## src/rtl/cpu_pkg.sv

```systemverilog
// rtl/cpu_pkg.sv - shared constants and types for the fetch front end
package cpu_pkg;

    localparam int XLEN = 32;

    // addi x0,x0,0
    localparam logic [XLEN-1:0] NOP_INSTR = 32'h0000_0013;

    // IDLE: no request, WAIT: request outstanding, DROP: outstanding response to discard
    typedef enum logic [1:0] {
        IDLE = 2'd0,
        WAIT = 2'd1,
        DROP = 2'd2
    } fetch_state_t;

endpackage

```

## src/rtl/fetch_fifo.sv

```systemverilog
// rtl/fetch_fifo.sv - DEPTH-entry FIFO of {pc, instr} pairs with synchronous clear
//
// Ports:
//   clk        clock
//   resetn     synchronous reset, active-low
//   clear      drop all entries at the next edge (wins over push/pop)
//   push       write push_data at the tail
//   push_data  entry to write
//   pop        advance the head (ignored when empty)
//   head_data  entry at the head (contents undefined when empty)
//   count      number of valid entries, 0..DEPTH
module fetch_fifo #(
    parameter int DEPTH = 4,
    parameter int WIDTH = 64
) (
    input  logic                       clk,
    input  logic                       resetn,
    input  logic                       clear,
    input  logic                       push,
    input  logic [WIDTH-1:0]           push_data,
    input  logic                       pop,
    output logic [WIDTH-1:0]           head_data,
    output logic [$clog2(DEPTH):0]     count
);

    localparam int PTR_W = $clog2(DEPTH);
    localparam int CNT_W = PTR_W + 1;

    logic [WIDTH-1:0] mem [DEPTH];
    logic [PTR_W-1:0] wr_ptr;
    logic [PTR_W-1:0] rd_ptr;
    logic             pop_eff;

    assign pop_eff   = pop && (count != '0);
    assign head_data = mem[rd_ptr];

    // Storage carries no reset; validity is tracked by count alone.
    always_ff @(posedge clk) begin
        if (resetn && !clear && push) begin
            mem[wr_ptr] <= push_data;
        end
    end

    // DEPTH is a power of two, so the pointers wrap on their own.
    always_ff @(posedge clk) begin
        if (!resetn || clear) begin
            wr_ptr <= '0;
            rd_ptr <= '0;
            count  <= '0;
        end else begin
            if (push) begin
                wr_ptr <= wr_ptr + 1'b1;
            end
            if (pop_eff) begin
                rd_ptr <= rd_ptr + 1'b1;
            end
            count <= count + CNT_W'(push) - CNT_W'(pop_eff);
        end
    end

endmodule

```

## src/rtl/fetch_queue.sv

```systemverilog
// rtl/fetch_queue.sv - fetch PC owner, instruction-memory requester and IF_ID feed queue
//
// Ports:
//   clk_i          clock
//   rst_i          synchronous reset, active-low
//   start_i        fetch enable; an outstanding request still completes when low
//   imem_req_o     request valid, held with imem_addr_o until imem_ack_i
//   imem_addr_o    word-aligned fetch address
//   imem_ack_i     response valid, same cycle as imem_instr_i
//   imem_instr_i   instruction word for the outstanding request
//   redirect_i     taken branch/jump; flushes the queue and refetches from redirect_pc_i
//   redirect_pc_i  redirect target, bits [1:0] forced to zero
//   stall_i        IF_ID stall; head is held
//   valid_o        queue non-empty
//   pc_o           PC of the head entry (0 when empty)
//   instr_o        instruction of the head entry (NOP when empty)
module fetch_queue
    import cpu_pkg::*;
#(
    parameter int              DEPTH    = 4,
    parameter logic [XLEN-1:0] RESET_PC = 32'h0000_0000,
    parameter logic [XLEN-1:0] NOP      = NOP_INSTR
) (
    input  logic            clk_i,
    input  logic            rst_i,
    input  logic            start_i,
    output logic            imem_req_o,
    output logic [XLEN-1:0] imem_addr_o,
    input  logic            imem_ack_i,
    input  logic [XLEN-1:0] imem_instr_i,
    input  logic            redirect_i,
    input  logic [XLEN-1:0] redirect_pc_i,
    input  logic            stall_i,
    output logic            valid_o,
    output logic [XLEN-1:0] pc_o,
    output logic [XLEN-1:0] instr_o
);

    localparam int              CNT_W   = $clog2(DEPTH) + 1;
    localparam logic [CNT_W-1:0] DEPTH_C = CNT_W'(DEPTH);

    fetch_state_t       state;
    logic [XLEN-1:0]    fetch_pc;
    logic [XLEN-1:0]    fetch_pc_inc;
    logic [CNT_W-1:0]   count;
    logic [CNT_W-1:0]   count_after;
    logic [2*XLEN-1:0]  head_data;
    logic               push;
    logic               pop;

    // A redirect kills both the pending response and the head consume.
    assign push         = (state == WAIT) && imem_ack_i && !redirect_i;
    assign pop          = valid_o && !stall_i && !redirect_i;
    assign fetch_pc_inc = fetch_pc + 32'd4;

    // Occupancy once this cycle's push/pop settle; used to decide a back-to-back issue.
    always_comb begin
        count_after = count + CNT_W'(push) - CNT_W'(pop);
    end

    fetch_fifo #(
        .DEPTH (DEPTH),
        .WIDTH (2 * XLEN)
    ) u_fifo (
        .clk       (clk_i),
        .resetn    (rst_i),
        .clear     (redirect_i),
        .push      (push),
        .push_data ({imem_addr_o, imem_instr_i}),
        .pop       (pop),
        .head_data (head_data),
        .count     (count)
    );

    // Head outputs come straight from FIFO registers; nothing from imem_* reaches them.
    assign valid_o = (count != '0);
    assign pc_o    = valid_o ? head_data[2*XLEN-1:XLEN] : '0;
    assign instr_o = valid_o ? head_data[XLEN-1:0]      : NOP;

    // Issue rule reserves a queue slot for the outstanding word, so a push never
    // lands in a full queue.
    always_ff @(posedge clk_i) begin
        if (!rst_i) begin
            state       <= IDLE;
            fetch_pc    <= RESET_PC;
            imem_req_o  <= 1'b0;
            imem_addr_o <= RESET_PC;
        end else if (redirect_i) begin
            fetch_pc <= {redirect_pc_i[XLEN-1:2], 2'b00};
            case (state)
                WAIT, DROP: begin
                    if (imem_ack_i) begin
                        state      <= IDLE;
                        imem_req_o <= 1'b0;
                    end else begin
                        state <= DROP;
                    end
                end
                default: begin
                    state      <= IDLE;
                    imem_req_o <= 1'b0;
                end
            endcase
        end else begin
            case (state)
                IDLE: begin
                    if (start_i && (count < DEPTH_C)) begin
                        state       <= WAIT;
                        imem_req_o  <= 1'b1;
                        imem_addr_o <= fetch_pc;
                    end
                end
                WAIT: begin
                    if (imem_ack_i) begin
                        fetch_pc <= fetch_pc_inc;
                        if (start_i && (count_after < DEPTH_C)) begin
                            imem_addr_o <= fetch_pc_inc;
                        end else begin
                            state      <= IDLE;
                            imem_req_o <= 1'b0;
                        end
                    end
                end
                DROP: begin
                    if (imem_ack_i) begin
                        state      <= IDLE;
                        imem_req_o <= 1'b0;
                    end
                end
                default: begin
                    state      <= IDLE;
                    imem_req_o <= 1'b0;
                end
            endcase
        end
    end

endmodule

```

## config.mk

```make
export PLATFORM = sky130hd
export DESIGN_NAME = fetch_queue
export DESIGN_NICKNAME = d
export VERILOG_FILES = /design/src/rtl/cpu_pkg.sv /design/src/rtl/fetch_fifo.sv /design/src/rtl/fetch_queue.sv
export SDC_FILE = /design/constraint.sdc
export NUM_CORES = 1
export LEC_CHECK = 0
export ABC_CLOCK_PERIOD_IN_PS = 4200
export CORE_AREA = 2 2 160 162
export CTS_CLUSTER_DIAMETER = 200
export CTS_CLUSTER_SIZE = 12
export DETAILED_ROUTE_END_ITERATION = 7
export DIE_AREA = 0 0 162 164
export PLACE_DENSITY = 0.78
export SYNTH_ARGS = -nofsm -noshare
export SYNTH_HDL_FRONTEND = slang
export SYNTH_SLANG_ARGS = --single-unit
export TNS_END_PERCENT = 5
```

## constraint.sdc

```tcl
create_clock -name clk_i -period 4.2 [get_ports clk_i]
set_clock_uncertainty 0.15 [all_clocks]
set_input_delay 0.84 -clock clk_i [delete_from_list [all_inputs] [get_ports clk_i]]
set_output_delay 0.84 -clock clk_i [all_outputs]
set_load 0.01 [all_outputs]
```

==> flow_summary.toml <==
[status]
status = "completed"

[min_path]
hold_path_class = "reg -> reg"
worstHoldStart = "state[0]$_SDFFE_PN0P_"
whs_path_depth = 2
whs_endpoint = "state[0]$_SDFFE_PN0P_"

[synth]
postSynthCellCount = 878
yosys.area.top_type = "edfxtp_1"
synth_most_common_cell = "edfxtp_1"
syn_area_per_cell_um2 = 15.3
async_flop_share_pct = 0
yosys-top-cells-count = "edfxtp_1, dfxtp_1, mux4_2, and2_1, nor2_1"
ys.flop_type = "edfxtp_1"
syn_area_um2 = 13500
synth_top_area_share_pct = 55.3
synth-edff-count = 248
ys_warn_count = 0
synth.distinct_cells = 62
synthTopCellsByArea = "edfxtp_1, dfxtp_1, mux4_2"
ys_seq_area_share_pct = 66.0
ys_ff_latch = 320

[worst_setup_path]
critPathKind = "reg -> out"
r2r_slack_ns = 0.95
cp_max_fo = 62
r2r-end = "imem_addr_o[22]$_SDFFE_PN0P_"
worst_ep_arrival_time_ns = 2.72
startpoint_type = "flip-flop"
endpoint_kind = "output pin"
critPathRequiredTime_ns = 3.21
max_stage_delay_ns = 0.73
crit_chain = "nor3_4, inv_2, and2_1, clkdlybuf4s50_1"
r2r-start = "state[1]$_SDFFE_PN0P_"
setup.worst_path.start = "u_fifo.count[2]$_SDFF_PP0_"
r2r_cells = 11
slowest_stage = "inv_2"

[placement]
gp_congestion = 0.889
port_buffers = 161
dpl_worst_slack_ns = 0.427
dp_hpwl_um = 17600

[clock_tree]
htreeDepth = 1
numCtsBuffers = 30
hold_buffers = 0
cts_root_buf = "clkbuf_16"
cts_resized = 0
cts_buffer_depth = 3
clk_pin_slew_ns = 0.06
insertion_delay_ns = 0.54
tritoncts = "done"
cts_sinks = 320
cts_setup_buffers = 0

[timing]
drv_slew = 0
slew_headroom_pct = 18.2
hold_viol = 0
timing.fmax_mhz = 270
hold_slack_ns = 0.332
setup_viol = 0
finalSetupTns_ns = 0
min_period_over_period_pct = 88.3
tightest_slew_ns = 1.22
rsz0062_at_grt = "false"
postLayoutSetupSlackWorst_ns = 0.492
finalCriticalPeriod_ns = 3.71

[die]
io_pins = 168
design.core.area_um2 = 24800
fp.dieArea_um2 = 26600
die_h_um = 164
num_rows = 58
start_util_pct = 54.3
die_w_um = 162

[global_routing]
antenna_found_initial = 0
grt_pass1_wl_um = 42400
track_usage_pct = 20.5
grt_pass1_vias = 7639
grt-ovfl-total = 0
grt_max_degree = 63

[drt]
wl_met2_um = 13400
avgViaCountPerCell = 5.63
met3_length_um = 1550
drt-met1-wl_um = 11800
wl_um = 27200
dr_total_vias = 7783
top_layer = "met4"
drtAntennaViolNets = 0
drc = 0
wl_per_cell_um = 19.7
drtPass1Iterations = 5
drt-initial-drc-count = 550

[flow_run]
drv_cap = 0

[pwr]
ir_drop_v = 0.000320
switching_share_pct = 20.4
p_total_mw = 6.37
p_int_mw = 5.07
power_frac_seq_pct = 55.6
power.density_nw_per_um2 = 390
p_clk_share_pct = 39.2
power.leakage_nw = 5.30
p_comb_share_pct = 5.2
switchingPower_mw = 1.30

[final_layout]
area_delta_synth_final_pct = 21.1
multi_input_area_um2 = 4260
antennaDiodeCount = 0
nNetsFinal = 1112
register_area_um2 = 8900
post-route-util_pct = 65.7
nFillCells = 1836
drive_gt1_share_pct = 14.3
## state kept, by name, indices dropped and copies added (netlist names), named ones only
| signal | count |
|---|---|
| fetch_pc | 30 |
| imem_addr_o | 30 |
| imem_req_o | 1 |
| state | 2 |
| u_fifo.count | 3 |
| u_fifo.mem | 248 |
| u_fifo.rd_ptr | 2 |
| u_fifo.wr_ptr | 2 |
## worst max-delay path by stage
stage,end,slack [ns]
CTS,pc_o[15],0.39
detailed placement,imem_addr_o[11]$_SDFFE_PN0P_,0.43
global route,pc_o[15],0.29
finish,pc_o[12],0.49
floorplan,imem_addr_o[15]$_SDFFE_PN0P_,0.54
global placement,imem_addr_o[10]$_SDFFE_PN0P_,0.45
## cell families (layout without fill, tap and decap cells)
logic type                 after synthesis  in the layout  synth area share (%)
xor gates and xnor gates                58             58                  3.83
adders and majority gates               12             12                  1.11
and+or+nand+nor                        237            237                  10.1
DFF                                    320            320                  66.0
buffers and inverters                   74            246                  2.68
other                                    1              4                0.0278
muxes                                   69             69                  10.9
AOI/OAI and AO/OA                      107            107                  5.33
## stage by stage
step | instances | instance area, um2
after global routing | 1383 | 16300
after CTS | 1383 | 16300
after floorplan | 881 | 13500
final | 1383 | 16300
after detailed placement | 1328 | 15400
after global placement | 1328 | 15400
## placed cells by master (no fill, tap or decap), types with 3 or more instances in the layout
cell             Yosys  final
edfxtp_1           248    248
clkdlybuf4s50_1      0    161
dfxtp_1             72     70
mux4_2              62     62
and2_1              61     61
nor2_1              42     42
a21oi_1             41     41
nand2_1             35     35
clkbuf_16            0     31
xnor2_1             30     30
xor2_1              27     27
nor3_1              27     26
clkbuf_1            27     23
o21ai_0             19     19
nand4_1             15     15
o31ai_1             14     14
buf_4                6     14
ha_1                12     12
inv_1               10     10
nand3_1             10     10
a211oi_1             7      7
a211oi_2             7      7
mux2i_1              6      6
and3_1               9      5
buf_12               0      5
or2_2                4      4
and3_4               0      4
nand4_2              4      4
or3_1                4      4
nor3_2               3      4
conb_1               1      4
a2bb2oi_1            3      3
and4_1               3      3
## power by group through the flow
stage / Clock [mW] / Combinational, mW / Sequential (mW)
after floorplan: 0 / 0.172 / 3.58
after global placement: 0 / 0.324 / 3.60
after detailed placement: 0 / 0.330 / 3.61
after CTS: 2.56 / 0.332 / 3.54
after global routing: 2.68 / 0.358 / 3.55
final: 2.50 / 0.330 / 3.54
## critical path, delay by kind of cell (launching register included)
kind | cells | cell delay [ns]
flip-flops | 1 | 0.44
buffers and inverters | 2 | 1.29
AND/OR/NAND/NOR | 2 | 0.41
## cell type report
cell class	count	area share [%]
Clock buffer	54	5.28
Inverter	11	0.253
Sequential cell	320	54.5
Multi-Input combinational cell	487	26.1
Clock inverter	1	0.184
Timing Repair Buffer	180	11.1
Tap cell	330	2.53
## layer usage
| layer | vias up | GRT usage (%) |
|---|---|---|
| li1 | 3656 | - |
| met1 | 3811 | 28.8 |
| met2 | 277 | 34.8 |
| met3 | 39 | 2.53 |
| met4 | 0 | 4.63 |
| met5 | - | 0 |
(Power assumes the default switching activity.)
==> RTL edit: new RTL, same settings <==
Re-encode `fetch_state_t` (3 states) as one-hot, 3 bits wide.
--- a/src/rtl/cpu_pkg.sv
+++ b/src/rtl/cpu_pkg.sv
@@ -7,10 +7,10 @@
     localparam logic [XLEN-1:0] NOP_INSTR = 32'h0000_0013;
 
     // IDLE: no request, WAIT: request outstanding, DROP: outstanding response to discard
-    typedef enum logic [1:0] {
-        IDLE = 2'd0,
-        WAIT = 2'd1,
-        DROP = 2'd2
+    typedef enum logic [2:0] {
+        IDLE = 3'b001,
+        WAIT = 3'b010,
+        DROP = 3'b100
     } fetch_state_t;
 
 endpackage
Formal check against the unedited RTL: same outputs for any inputs over 4 cycles, from zero or initial values and one cycle with rst_i low; so few cycles prove little.
==> RTL edit against the original RTL <==
Synthesized area fell by 1.9%; worst setup slack got worse by 0.060 ns; hold slack improved by 0.023 ns; cell area fell by 1.1%; critical endpoint is now pc_o[11]; core utilization fell by 0.72 points; power fell by 1.6%; highest routed layer unchanged; sequential cell count rose by 1; via count rose by 0.57%; routed wire length rose by 1.3%.
==> RTL edit: results (changes against the original RTL) <==
Sw Ratio - 0.204 (about the same)
Largest registers - u_fifo.mem x248, fetch_pc x30, imem_addr_o x30
Routability cong. - 0.889 (about the same)
Syn Inst Count - 863 (-1.7%)
Count of different cell masters after synthesis - 52 (-16%)
Non-Filler Instances - 1375 (-0.58%)
Seq pwr share - 0.564 (+0.008)
WP data arrival - 2.78 ns (+0.06 ns)
Dominant synthesized flop cell - edfxtp_1
Total CTS buffers - 30 (unchanged)
Inst Count DP - 1320 (-0.60%)
Max IR drop VDD - 0.256 mV (-20%)
Critical path's largest stage delay - 0.51 ns (-0.22 ns)
Status - completed
Bufs on Longest Clock Path - 3 (unchanged)
CP Max Fanout - 39 (-37%)
HPWL after detailed placement - 17500 um (-0.41%)
Vias in the first global route - 7670 (+0.41%)
Setup slack, reg-to-reg - 1.02 ns (+0.07 ns)
Static leakage - 5.02 nW (-5.4%)
WHS - 0.355 ns (+0.0228 ns)
R2r worst-path depth - 11 (unchanged)
Synth Area in Compound Gates - 0.0512 (-0.00210)
First-pass GRT wire length - 42500 um (+0.26%)
Hold_buf cts - 0 (unchanged)
Wire per inst - 20.0 um (+1.9%)
FF-to-FF End - imem_addr_o[14]$_SDFFE_PN0P_
Dpl ws - 0.465 ns (+0.0381 ns)
XOR/XNOR share of the synthesized area - 0.0371 (-0.00116)
DR vias/cell - 5.69 (+1.2%)
Clock Tree Root - clkbuf_16
Clock group power - 0.00245 W (-2%)
Total track usage - 0.206 (+0.000737)
Adder-Cell Fraction of Synth Area - 0.00852 (-0.00263)
Synth area leaders - edfxtp_1 56%, dfxtp_1 11%, mux4_2 11%
Sw power - 0.00128 W (-1.6%)
Hold_sp - u_fifo.wr_ptr[1]$_SDFFE_PP0P_
Share of layout cells above drive strength 1 - 0.130 (-0.0133)
Delay-heaviest family, CP - buffers and inverters
Sequential fraction of the synthesis area - 0.674 (+0.0142)
Mux cell area share after synthesis - 0.108 (-0.00103)
Clock Pin Slew Worst Setup and Hold Paths - 0.06 ns (about the same)
Nets - 1101 (-0.99%)
Placed Area - 0.0153 sq mm (-0.99%)
EDFF count, synth - 248 (unchanged)
Hold worst-path end - u_fifo.wr_ptr[1]$_SDFFE_PP0P_
Relative slew slack - 0.467 (+0.285)
# fillers - 1809 (-1.5%)
Slowest CP cell - clkdlybuf4s50_1
DR iter-0 viols - 674 (+23%)
Synth top cells by count - 248 x edfxtp_1, 73 x dfxtp_1, 63 x and2_1
Gates resized, CTS repair - 0 (unchanged)
## RTL edit: cell count changes in the layout (fill, tap and decap cells not counted), sizes merged, moves of 6 or more
cell / before / now
o31ai: 14 / 0
o21ai: 21 / 42
xor2: 28 / 13
a21oi: 41 / 35
nor3: 31 / 10
nand2: 35 / 25
xnor2: 30 / 43
nor2: 42 / 49
nor4: 6 / 15
a31oi: 1 / 7
## RTL edit: worst max-delay path by stage
stage,from,endpoint,slack (ns),depth (start not counted)
after floorplan,imem_ack_i,u_fifo.mem[0][0]$_DFFE_PP_,0.57,4
after global placement,imem_ack_i,imem_addr_o[14]$_SDFFE_PN0P_,0.58,11
after detailed placement,imem_ack_i,imem_addr_o[14]$_SDFFE_PN0P_,0.46,11
after CTS,u_fifo.count[0]$_SDFF_PP0_,pc_o[11],0.39,5
after global routing,u_fifo.count[0]$_SDFF_PP0_,pc_o[8],0.26,5
final,u_fifo.count[0]$_SDFF_PP0_,pc_o[11],0.43,5
## RTL edit: cell type report
type | count | area [sq um] | area share
Tap cell | 330 | 413 | 0.0256
Multi-Input combinational cell | 473 | 4020 | 0.249
Clock inverter | 1 | 5.00 | 0.000310
Clock buffer | 54 | 862 | 0.0534
Timing Repair Buffer | 182 | 1870 | 0.116
Inverter | 14 | 52.6 | 0.00326
Sequential cell | 321 | 8910 | 0.552
## RTL edit: routing by layer
metal / routed length, um / track usage
met1: 11900 / 0.288
met2: 13600 / 0.343
met3: 1640 / 0.0323
met4: 479 / 0.0507
met5: 0 / 0
## RTL edit: worst min-delay path, cell delays in order, from the launching register on
cell and delay [ns]:
dfxtp_1 0.34, nand2_1 0.07, a21oi_1 0.06
